===== src/rtl/imem_boot_loader_if.sv =====
// Boot-loader bus: stream input, imem write port and core-release status.
// The slave modport is the loader side; the master modport is the host/bench side.
interface imem_boot_loader_if #(parameter int ADDR_W = 10);
    logic              start;
    logic              in_valid;
    logic [31:0]       in_data;
    logic              in_ready;
    logic              imem_we;
    logic [ADDR_W-1:0] imem_addr;
    logic [31:0]       imem_wdata;
    logic              core_run;
    logic              done;
    logic              error;

    modport slave (
        input  start, in_valid, in_data,
        output in_ready, imem_we, imem_addr, imem_wdata, core_run, done, error
    );

    modport master (
        output start, in_valid, in_data,
        input  in_ready, imem_we, imem_addr, imem_wdata, core_run, done, error
    );
endinterface


===== src/rtl/imem_boot_loader.sv =====
// Streams a length-prefixed, checksummed program image into imem.
// Holds the core in reset until the checksum of the streamed image matches.
module imem_boot_loader #(
    parameter int ADDR_W    = 10,
    parameter int MAX_WORDS = 1024,
    parameter int BASE_ADDR = 0
) (
    input  logic                clk,
    input  logic                rst,
    imem_boot_loader_if.slave   bus
);
    localparam int CNT_W = $clog2(MAX_WORDS + 1);

    typedef enum logic [2:0] {
        S_IDLE, S_HDR, S_LOAD, S_CHK, S_RUN, S_ERR
    } state_t;

    state_t            r_state, w_nxt_state;
    logic [CNT_W-1:0]  r_count, w_nxt_count;
    logic [CNT_W-1:0]  r_len, w_nxt_len;
    logic [31:0]       r_sum, w_nxt_sum;
    logic              r_in_ready;
    logic              r_we;
    logic [ADDR_W-1:0] r_addr;
    logic [31:0]       r_wdata;
    logic              r_run, r_done, r_err;
    logic              w_xfer;

    assign w_xfer = bus.in_valid && r_in_ready;

    always_comb begin
        w_nxt_state = r_state;
        w_nxt_count = r_count;
        w_nxt_len   = r_len;
        w_nxt_sum   = r_sum;
        case (r_state)
            S_IDLE, S_RUN, S_ERR: begin
                if (bus.start) w_nxt_state = S_HDR;
            end
            S_HDR: begin
                if (w_xfer) begin
                    if (bus.in_data == 32'd0 || bus.in_data > 32'(MAX_WORDS)) begin
                        w_nxt_state = S_ERR;
                    end else begin
                        w_nxt_state = S_LOAD;
                        w_nxt_len   = CNT_W'(bus.in_data);
                        w_nxt_count = '0;
                        w_nxt_sum   = '0;
                    end
                end
            end
            S_LOAD: begin
                if (w_xfer) begin
                    w_nxt_sum   = r_sum + bus.in_data;
                    w_nxt_count = r_count + 1'b1;
                    if (r_count == r_len - 1'b1) w_nxt_state = S_CHK;
                end
            end
            S_CHK: begin
                if (w_xfer) w_nxt_state = (bus.in_data == r_sum) ? S_RUN : S_ERR;
            end
            default: w_nxt_state = S_IDLE;
        endcase
    end

    // Status outputs are registered from the next state so they track state exactly.
    always_ff @(posedge clk or negedge rst) begin
        if (!rst) begin
            r_state    <= S_IDLE;
            r_count    <= '0;
            r_len      <= '0;
            r_sum      <= '0;
            r_in_ready <= 1'b0;
            r_run      <= 1'b0;
            r_done     <= 1'b0;
            r_err      <= 1'b0;
        end else begin
            r_state    <= w_nxt_state;
            r_count    <= w_nxt_count;
            r_len      <= w_nxt_len;
            r_sum      <= w_nxt_sum;
            r_in_ready <= (w_nxt_state == S_HDR) || (w_nxt_state == S_LOAD) ||
                          (w_nxt_state == S_CHK);
            r_run      <= (w_nxt_state == S_RUN);
            r_done     <= (w_nxt_state == S_RUN);
            r_err      <= (w_nxt_state == S_ERR);
        end
    end

    // Payload write lands one cycle after its transfer, at the pre-increment count.
    always_ff @(posedge clk or negedge rst) begin
        if (!rst) begin
            r_we    <= 1'b0;
            r_addr  <= '0;
            r_wdata <= '0;
        end else begin
            r_we <= (r_state == S_LOAD) && w_xfer;
            if ((r_state == S_LOAD) && w_xfer) begin
                r_addr  <= ADDR_W'(BASE_ADDR) + ADDR_W'(r_count);
                r_wdata <= bus.in_data;
            end
        end
    end

    assign bus.in_ready   = r_in_ready;
    assign bus.imem_we    = r_we;
    assign bus.imem_addr  = r_addr;
    assign bus.imem_wdata = r_wdata;
    assign bus.core_run   = r_run;
    assign bus.done       = r_done;
    assign bus.error      = r_err;
endmodule


===== src/flat_wrapper.sv =====
// flat-port wrapper written by rule: the top's interface ports become plain ports
module imem_boot_loader_flat 
#(
    parameter int ADDR_W    = 10,
    parameter int MAX_WORDS = 1024,
    parameter int BASE_ADDR = 0
)
  (clk, rst, bus_start, bus_in_valid, bus_in_data, bus_in_ready, bus_imem_we, bus_imem_addr, bus_imem_wdata, bus_core_run, bus_done, bus_error);
  imem_boot_loader_if #(.ADDR_W(ADDR_W)) bus_i ();
  input  logic clk;
  input  logic rst;
  input wire logic [$bits(bus_i.start)-1:0] bus_start;
  input wire logic [$bits(bus_i.in_valid)-1:0] bus_in_valid;
  input wire logic [$bits(bus_i.in_data)-1:0] bus_in_data;
  output wire logic [$bits(bus_i.in_ready)-1:0] bus_in_ready;
  output wire logic [$bits(bus_i.imem_we)-1:0] bus_imem_we;
  output wire logic [$bits(bus_i.imem_addr)-1:0] bus_imem_addr;
  output wire logic [$bits(bus_i.imem_wdata)-1:0] bus_imem_wdata;
  output wire logic [$bits(bus_i.core_run)-1:0] bus_core_run;
  output wire logic [$bits(bus_i.done)-1:0] bus_done;
  output wire logic [$bits(bus_i.error)-1:0] bus_error;
  assign bus_i.start = bus_start;
  assign bus_i.in_valid = bus_in_valid;
  assign bus_i.in_data = bus_in_data;
  assign bus_in_ready = bus_i.in_ready;
  assign bus_imem_we = bus_i.imem_we;
  assign bus_imem_addr = bus_i.imem_addr;
  assign bus_imem_wdata = bus_i.imem_wdata;
  assign bus_core_run = bus_i.core_run;
  assign bus_done = bus_i.done;
  assign bus_error = bus_i.error;
  imem_boot_loader #(.ADDR_W(ADDR_W), .MAX_WORDS(MAX_WORDS), .BASE_ADDR(BASE_ADDR)) u_core (.clk(clk), .rst(rst), .bus(bus_i));
endmodule

===== config.mk =====
export PLATFORM = sky130hd
export DESIGN_NAME = imem_boot_loader_flat
export DESIGN_NICKNAME = d
export VERILOG_FILES = /design/src/rtl/imem_boot_loader_if.sv /design/src/rtl/imem_boot_loader.sv /design/src/flat_wrapper.sv
export SDC_FILE = /design/constraint.sdc
export NUM_CORES = 1
export LEC_CHECK = 0
export ABC_AREA = 1
export ABC_CLOCK_PERIOD_IN_PS = 1850
export CAP_MARGIN = 0
export CORE_ASPECT_RATIO = 1.75
export CORE_MARGIN = 2
export CORE_UTILIZATION = 51
export CTS_CLUSTER_DIAMETER = 200
export CTS_CLUSTER_SIZE = 8
export DETAILED_ROUTE_END_ITERATION = 10
export PLACE_DENSITY_LB_ADDON = 0.08
export SLEW_MARGIN = 10
export SYNTH_ARGS = -nofsm -noshare
export SYNTH_HDL_FRONTEND = slang
export SYNTH_SLANG_ARGS = --single-unit

===== constraint.sdc =====
create_clock -name clk -period 1.85 [get_ports clk]
set_input_delay 0.37 -clock clk [delete_from_list [all_inputs] [get_ports clk]]
set_output_delay 0.37 -clock clk [all_outputs]
set_load 0.05 [all_outputs]

# Word level (Yosys, flattened, before mapping)
# Index checks and enable logic that the tools add are counted.
dict set report classes {
  n_mux 16
  n_addsub 3
  n_eq_ne 15
  n_reduce_logical 11
  order_cmp 1
  bitwise_logic 1
}
# op n
set op_table {}
lappend op_table {{2-to-1 mux 32 bit} 3}
lappend op_table {{case mux 32 bit (2 select lines)} 1}
lappend op_table {{2-to-1 mux 11 bit} 3}
lappend op_table {{adder 32 bit} 1}
lappend op_table {{equality test 32 bit} 1}
lappend op_table {{greater-than comparator 32 x 11 -> 1 bit, second input constant} 1}
lappend op_table {{zero test 32 bit} 1}
lappend op_table {{case mux 11 bit (2 select lines)} 1}
lappend op_table {{2-to-1 mux 3 bit} 6}
lappend op_table {{equality test 3 x 2 -> 1 bit, second input constant} 4}
lappend op_table {{equality test 3 bit, second input constant} 4}
lappend op_table {{case mux 3 bit (4 select lines)} 1}
lappend op_table {{adder 11 x 1 -> 11 bit, second input constant} 1}
lappend op_table {{equality test 11 bit} 1}
lappend op_table {{subtractor 11 x 1 -> 11 bit, second input constant} 1}
lappend op_table {{equality test 3 x 1 -> 1 bit, second input constant} 2}
lappend op_table {{!= test 2 x 1 -> 1 bit, second input constant} 2}
lappend op_table {{AND reduction 4 bit} 1}
lappend op_table {{zero test 3 bit} 1}
lappend op_table {{logical OR 1 bit} 3}
lappend op_table {{AND reduction 3 bit} 1}
lappend op_table {{OR reduction 3 bit} 1}
lappend op_table {{logical AND 1 bit} 2}
lappend op_table {{!= test 2 bit, second input constant} 1}
lappend op_table {{3 further kinds} 3}
dict set report word_totals {
  output_inout_bits 47
  elab_cells 57
  inputBits 36
  regBits 103
}

# Depth between registers and ports, before layout
# Gate-level depths: netlist of the first run.
dict set report logic_depth {
  word_depth 8
  mapped_depth 15
  ltp_nobuf 15
}

# Worst setup path before layout of the first run
# Ideal clock, no wire load.
dict set report synth_timing {
  kind {input to register}
  startpoint {input bus_in_data[0]}
  endpoint {register u_core.r_sum[16]}
  path_buffers 0
  t_arrival_ps 1773
  required_time_ps 1732
  slack_ps -41
  cell_stages 11
  cell_sequence {ha_1 -> fa_1 -> nand3_1 -> nand2_1 -> nand2_1 -> nand2_1 -> nand2_1 -> nand2_1 -> or2_1 -> nand3_1 -> nand2_1}
}
dict set report synth_via {
  elab_chain_cells 4
  word_cells_on_any_way 8
  classes_between {add/sub (1); order compare (1); eq/ne (1); mux (2); reduce/logical (3)}
}
# element line_no
set synth_rtl {}
lappend synth_rtl {{start: declaration} flat_wrapper.sv:14} ;# input wire logic [$bits(bus_i.in_data)-1:0] bus_in_data;
lappend synth_rtl {{greater-than comparator 32 x 11 -> 1 bit or zero test 32 bit (tied branches)} imem_boot_loader.sv:42} ;# if (bus.in_data == 32'd0 || bus.in_data > 32'(MAX_WORDS)) begin
lappend synth_rtl {{logical OR 1 bit} imem_boot_loader.sv:42}
lappend synth_rtl {{!= test 2 bit (no line)} --}
lappend synth_rtl {{AND reduction 4 bit (no line)} --}
lappend synth_rtl {{end signal: assignment} imem_boot_loader.sv:81} ;# r_sum <= w_nxt_sum;
lappend synth_rtl {{end: declaration} imem_boot_loader.sv:21} ;# logic [31:0] r_sum, w_nxt_sum;
# Several ways; a longest one is shown, not always the timed one. The select of a mux whose other input is x is not followed.
# A chain may end at the register's enable or synchronous reset.

# Worst setup path in the final report of the first run
dict set report layout_timing {
  startpoint {register u_core.r_sum[10]}
  endpoint {register u_core.r_in_ready, in the netlist u_core.bus.in_ready}
}
dict set report layout_via {
  elab_chain_cells 7
  word_cells_on_any_way 9
  classes_between {eq/ne (4); mux (3); reduce/logical (2)}
}
# element line_no
set layout_rtl {}
lappend layout_rtl {{equality test 32 bit *} imem_boot_loader.sv:60} ;# if (w_xfer) w_nxt_state = (bus.in_data == r_sum) ? S_RUN : S_ERR;
lappend layout_rtl {{2-to-1 mux 1 bit *} imem_boot_loader.sv:60}
lappend layout_rtl {{2-to-1 mux 3 bit *} imem_boot_loader.sv:60}
lappend layout_rtl {{case mux 3 bit (4 select lines) *} imem_boot_loader.sv:36} ;# case (r_state)
lappend layout_rtl {{equality test 3 x 1 -> 1 bit or equality test 3 x 2 -> 1 bit (tied branches)} imem_boot_loader.sv:82} ;# r_in_ready <= (w_nxt_state == S_HDR) || (w_nxt_state == S_LOAD) ||
lappend layout_rtl {{logical OR 1 bit} imem_boot_loader.sv:82}
lappend layout_rtl {{logical OR 1 bit *} imem_boot_loader.sv:82}
lappend layout_rtl {{end signal: assignment} imem_boot_loader.sv:82}
lappend layout_rtl {{end: declaration} imem_boot_loader.sv:22} ;# logic r_in_ready;
# Every way passes the cells marked *; elsewhere a longest branch is shown, timed or not.

==> results of run 1 <==
-- final cells by class --
cell class | count | area [µm²] | area share (%)
clock buffer | 9 | 225.2 | 2.139
clock inverter | 7 | 123.9 | 1.176
inverter | 120 | 456.7 | 4.338
multi-input combinational | 754 | 4892 | 46.46
sequential | 103 | 2580 | 24.50
tap | 174 | 217.7 | 2.068
timing repair buffer | 243 | 2033 | 19.31
-- flip-flops by register name (all words and copies together) (netlist names) --
register               count
u_core.bus.imem_wdata     32
u_core.r_sum              32
u_core.r_count            11
u_core.r_len              11
u_core.bus.imem_addr      10
u_core.r_state             3
u_core.bus.core_run        1
u_core.bus.error           1
u_core.bus.imem_we         1
u_core.bus.in_ready        1
-- per-layer routing --
metal	GRT usage, %	vias up	routed length (µm)
li1	-	3704	-
met1	30.44	3814	8763
met2	63.83	382	14140
met3	4.426	201	1234
met4	26.15	0	2992
met5	0	-	0
-- worst register-to-register path, delay by kind of cell, from the launching register on --
kind | cells | cell delay (ps)
compound gates | 1 | 140
fa+ha+maj | 1 | 280
simple gates | 8 | 970
buf+inv | 2 | 180
flops | 1 | 420
-- Yosys cell counts, drive strengths merged --
cell type  instances  share of area (%)
dfrtp            103                 37
nand2            316                 18
a21oi             45                3.3
xor2              11                1.4
o21a               1               0.11
o31ai              2               0.22
o21bai             2               0.22
nor2             103                6.3
inv              120                6.5
nand3            106                7.8
o21ai             90                6.7
nand4             15                1.4
nand3b             4               0.43
xnor2              6               0.76
fa                 1               0.29
or2                2               0.18
clkbuf             5               0.27
nor4               1              0.091
o211ai             1               0.11
a21boi             1               0.16
nor3              13                1.0
buf               20                1.8
o41ai              1               0.13
ha                33                6.0
-- repair_timing --
action                     4_1_cts  5_1_grt
gates resized for setup        150      179
setup buffers                    6       19
setup endpoints to repair       62       54
gates cloned                     0        3
pin swaps                       35       62
-- final timing paths --
path / from / endpoint / cells after the start
max: u_core.r_sum[10] / u_core.bus.in_ready / 12
min: rst / u_core.r_len[4] / 2
max reg2reg: u_core.r_sum[10] / u_core.bus.in_ready / 12
min reg2reg: u_core.bus.imem_wdata[26] / u_core.bus.imem_wdata[26] / 2
max in group asynchronous: rst / u_core.bus.imem_wdata[16] / 2
min in group clk: bus_in_data[23] / u_core.bus.imem_wdata[23] / 3
-- cell usage in the layout, fill, tap and decap left out, drive strengths merged, types with 3 or more instances in the layout --
cell / instances
dlymetal6s2s: 3
dfrtp: 103
nand4: 15
clkdlybuf4s50: 3
nor3: 13
clkinv: 4
clkbuf: 14
a21oi: 45
o21ai: 90
nand3: 106
inv: 121
dlygate4sd2: 29
nor2: 103
nand2: 316
buf: 203
ha: 33
xor2: 11
nand3b: 4
xnor2: 6
-- kinds of logic after synthesis --
kind of cell	Yosys count
AOI/OAI and AO/OA	143
xor gates and xnor gates	17
buffers and inverters	145
and+or+nand+nor	560
DFF	103
adders and majority gates	34
-- where the power goes --
group	total (mW)	switching, mW	internal (mW)
registers	2.34	0.0444	2.30
logic	1.07	0.676	0.396
clock network	2.27	1.03	1.23
total	5.68	1.75	3.93
-- metrics by stage --
step	util [%]	setup TNS, ps
5_1_grt	79.09	-4550
4_1_cts	72.82	-391.8
2_1_floorplan	-	0
3_3_place_gp	65.89	-32610
3_5_place_dp	65.89	-34280
6_report	79.09	-2185
==> impl_metrics.json, run 1 <==
{
  "crit_path_frequent_cell": "nand2_1",
  "antenna_found_initial": 0,
  "placed_cell_area_um2": 8772,
  "vdd_drop_max_v": 0.0004051,
  "fp.dieW_um": 91.99,
  "ys_seq_elements": 103,
  "synth.area.mux_share_pct": 0,
  "path_clk_slew_ps": 80,
  "cts_tree": "done",
  "grtUsageTotal_pct": 33.09,
  "die_h_um": 158.0,
  "violations": "negative hold slack, negative setup slack",
  "synth_top_family_by_area": "simple AND/OR/NAND/NOR gates",
  "postSynthAreaPerCell_um2": 6.895,
  "hold_path.class": "primary input to async pin",
  "synth_fa_ha_area_share_pct": 6.266,
  "crit_type": "register to register",
  "start_kind": "register",
  "rrSetupSlack_ps": -240,
  "wl_per_cell_um": 19.24,
  "holdBufCountCts": 0,
  "dp_cells": 1369,
  "syn_area_um2": 6909,
  "final-setup-viol-count": 27,
  "clock_latency_ps": 360,
  "grt_pass1_wl_um": 37050,
  "maxCapViolCount": 0,
  "outcome": "finished, violations left",
  "synth_simple_gate_area_share_pct": 34.84,
  "grt_pass1_vias": 7664,
  "gp_congestion": 0.9851,
  "drt-pass1-iter-count": 8,
  "synthDistinctLibCells": 38,
  "critPathMaxStageDelay_ps": 420,
  "drive_above_1_share_pct": 35.60,
  "crit_fanout": 4,
  "io_pins": 83,
  "synth_xor_area_share_pct": 2.155,
  "instances_no_fill": 1410,
  "syn-instance-count": 1002,
  "synth_compound_area_share_pct": 10.88,
  "dieArea_um2": 14530,
  "grt_max_degree": 78,
  "crit_path_cell_trace": "ha_4 -> buf_4 -> nor2_1 -> nand2_1 -> nor2_1 -> nand3_1 -> o21ai_1 -> nand2_1 -> nor2_2 -> nand3_2 -> nand2_1 -> inv_1",
  "hold_violations": 3,
  "slew-limit-headroom_pct": 67.53,
  "rows": 56,
  "routed_via_density": 5.745,
  "worst_slack_ps": -244.7,
  "syn2layout_area_growth_pct": 52.39,
  "hpwl_um": 17690,
  "num_vias": 8101,
  "clock_skew_ps": 11.36,
  "antenna_left": 0,
  "worstPathArrival_ps": 2360,
  "port-buffer-count": 82,
  "initial_core_util_pct": 51.90,
  "seq_area_frac_synth_pct": 37.31,
  "nFillCells": 920,
  "finalPower_mw": 5.678,
  "required_ps": 2120,
  "hold_ws_ps": -2.025,
  "coreArea_um2": 13310,
  "num_antenna_cells": 0,
  "ys_warn_count": 0,
  "worst_pin_slew_ps": 489.0,
  "p_leak_nw": 5.588,
  "cp-end-kind": "register",
  "h-tree-depth": 3,
  "drv_slew": 0,
  "cp_slowest_cell": "dfrtp_1",
  "overflow": 0,
  "nNetsFinal": 1301,
  "clockBufferDepth": 2,
  "path_buf_inv": 2,
  "syn_nets": 1072,
  "pre_cts_ws_ps": -773.6,
  "postLayoutCellArea_um2": 10530,
  "fin_crit_ps": 2095,
  "root_buffer": "clkbuf_16",
  "fmax_ghz": 0.4774,
  "cp_top_family": "simple AND/OR/NAND/NOR gates",
  "drc_errors": 0,
  "clock_sinks": 103,
  "cts_buffers": 9,
  "rsz0062_at_grt": "yes",
  "power.density_nw_per_um2": 539.3,
  "wl_um": 27130,
  "fin_crit_sh_pct": 113.2,
  "drtIter0Drc": 590
}
(Power assumes the default switching activity.)
==> run 2: changes to the inputs <==
==> constraint.sdc (replaced) <==
create_clock -name clk -period 1.85 [get_ports clk]
set_input_delay 0.2775 -clock clk [delete_from_list [all_inputs] [get_ports clk]]
set_output_delay 0.2775 -clock clk [all_outputs]
set_load 0.05 [all_outputs]
==> run 2 against run 1 <==
Compared with the run above: the flow finishes with violations (negative setup slack); register-to-register slack better by 40 ps; global-route usage up 0.42 points; cell count about the same; wire length down 0.62%; worst setup slack better by 35 ps; count of clock-buffer cells in the layout up 1; clock power down 13%; total power down 5.2%; combinational power about the same.
==> impl_metrics.json, run 2 (synthesis gave the netlist of run 1 again) <==
{
  "required_ps": 2100,
  "grtUsageTotal_pct": 33.51,
  "cts_tree": "done",
  "outcome": "finished, violations left",
  "power.density_nw_per_um2": 513.2,
  "placed_cell_area_um2": 8880,
  "syn2layout_area_growth_pct": 51.74,
  "postLayoutCellArea_um2": 10480,
  "grt_pass1_vias": 7564,
  "clock_latency_ps": 370,
  "grt_pass1_wl_um": 37290,
  "rsz0062_at_grt": "yes",
  "hold_violations": 0,
  "worstPathArrival_ps": 2310,
  "cp-end-kind": "register",
  "h-tree-depth": 3,
  "wl_per_cell_um": 19.11,
  "start_kind": "register",
  "dieArea_um2": 14530,
  "layout_common_cells": "nand2_1, buf_4, inv_1",
  "fin_crit_sh_pct": 111.3,
  "clock_skew_ps": 11.36,
  "slew-limit-headroom_pct": 64.56,
  "drt-pass1-iter-count": 6,
  "clock_sinks": 103,
  "worst_slack_ps": -209.3,
  "drtIter0Drc": 670,
  "nFillCells": 965,
  "hold_path.class": "primary input to register",
  "p_leak_nw": 5.438,
  "final-setup-viol-count": 26,
  "grt_max_degree": 50,
  "wl_um": 26970,
  "port-buffer-count": 82,
  "violations": "negative setup slack",
  "path_clk_slew_ps": 80,
  "fp.dieW_um": 91.99,
  "overflow": 0,
  "antenna_left": 0,
  "gp_congestion": 0.9505,
  "drv_slew": 0,
  "drc_errors": 0,
  "root_buffer": "clkbuf_16",
  "io_pins": 83,
  "clockBufferDepth": 2,
  "instances_no_fill": 1411,
  "cts_buffers": 9,
  "crit_fanout": 4,
  "coreArea_um2": 13310,
  "fmax_ghz": 0.4856,
  "nNetsFinal": 1302,
  "fin_crit_ps": 2059,
  "routed_via_density": 5.661,
  "initial_core_util_pct": 51.90,
  "antenna_found_initial": 0,
  "vdd_drop_max_v": 0.0004136,
  "worst_pin_slew_ps": 529.9,
  "dp_cells": 1368,
  "num_antenna_cells": 0,
  "drive_above_1_share_pct": 30.23,
  "num_vias": 7987,
  "hpwl_um": 18220,
  "final_common_cell": "nand2_1",
  "crit_type": "register to register",
  "rows": 56,
  "maxCapViolCount": 0,
  "die_h_um": 158.0
}
run 2: changes by cell type in the layout (fill, tap and decap cells not counted), sizes merged, moves of 2 or more:
cell           change
clkinv             -2
dlygate4sd2       -12
bufinv             -2
dlymetal6s2s      +10
clkdlybuf4s50     +44
inv                +2
buf               -43
run 2: final timing paths:
path / cells after the start / endpoint / slack, ps / from
setup / recovery: 12 / u_core.bus.in_ready / -210 / u_core.r_sum[11]
hold / removal: 3 / u_core.bus.imem_wdata[22] / 260 / bus_in_data[22]
setup reg to reg: 12 / u_core.bus.in_ready / -210 / u_core.r_sum[11]
hold reg to reg: 2 / u_core.bus.imem_wdata[26] / 480 / u_core.bus.imem_wdata[26]
max in group asynchronous: 3 / u_core.r_count[0] / 900 / rst
min in group asynchronous: 2 / u_core.r_sum[4] / 350 / rst
run 2: routing by layer:
layer  wire (µm)  vias to the layer above  share of wire [%]  track usage [%]
met5           0                        -                  0                0
met4        2603                        0                9.7            23.74
met3        1038                      170                3.8            3.950
met2       14550                      362                 54            65.79
met1        8774                     3744                 33            31.33
li1            -                     3711                  -                -
run 2: power by group:
group	switching (mW)	total [mW]	internal [mW]
clock network	0.995	1.97	0.977
logic	0.665	1.07	0.410
registers	0.0386	2.33	2.29
total	1.70	5.38	3.68
run 2: area by class of cell:
type	count	area (µm²)	share of cell area, %
clock buffers	10	239.0	2.280
clock inverters	6	52.55	0.5013
inverters	120	455.4	4.344
multi-input cells	754	4710	44.92
flip-flops and latches	103	2580	24.61
well taps	174	217.7	2.077
repair buffers	244	2230	21.27
run 2: worst max-delay path, stage by stage (launching register included):
cell and delay (ps):
dfrtp_1 420, ha_4 250, buf_4 150, nor2_2 110, nand2_1 70, nor2_1 130
nand3_1 80, o21ai_1 180, nand2_1 100, nor2_2 180, nand3_2 120, nand2_1 100
inv_1 60
run 2: what timing repair did:
item                                   4_1_cts  5_1_grt
pin swaps                                   18       56
setup endpoints to repair                   52       64
hold buffers                                 1        0
endpoints found under the hold margin       20        0
cloned                                       0        4
gates resized for setup                    111      165
setup buffers                                5       18
run 2: stage by stage:
step | worst slack, ps | total power, mW | setup TNS (ps) | util (%) | hold slack, ps
after floorplan | 38.05 | 2.823 | 0 | - | -18.09
after global placement | -617.1 | 3.271 | -29100 | 66.70 | 190.4
after detailed placement | -661.9 | 3.284 | -30410 | 66.70 | 198.5
after CTS | -47.86 | 5.248 | -218.8 | 72.70 | 344.6
after global routing | -219.6 | 5.530 | -4613 | 78.75 | 276.2
final | -209.3 | 5.381 | -1798 | 78.75 | 255.0
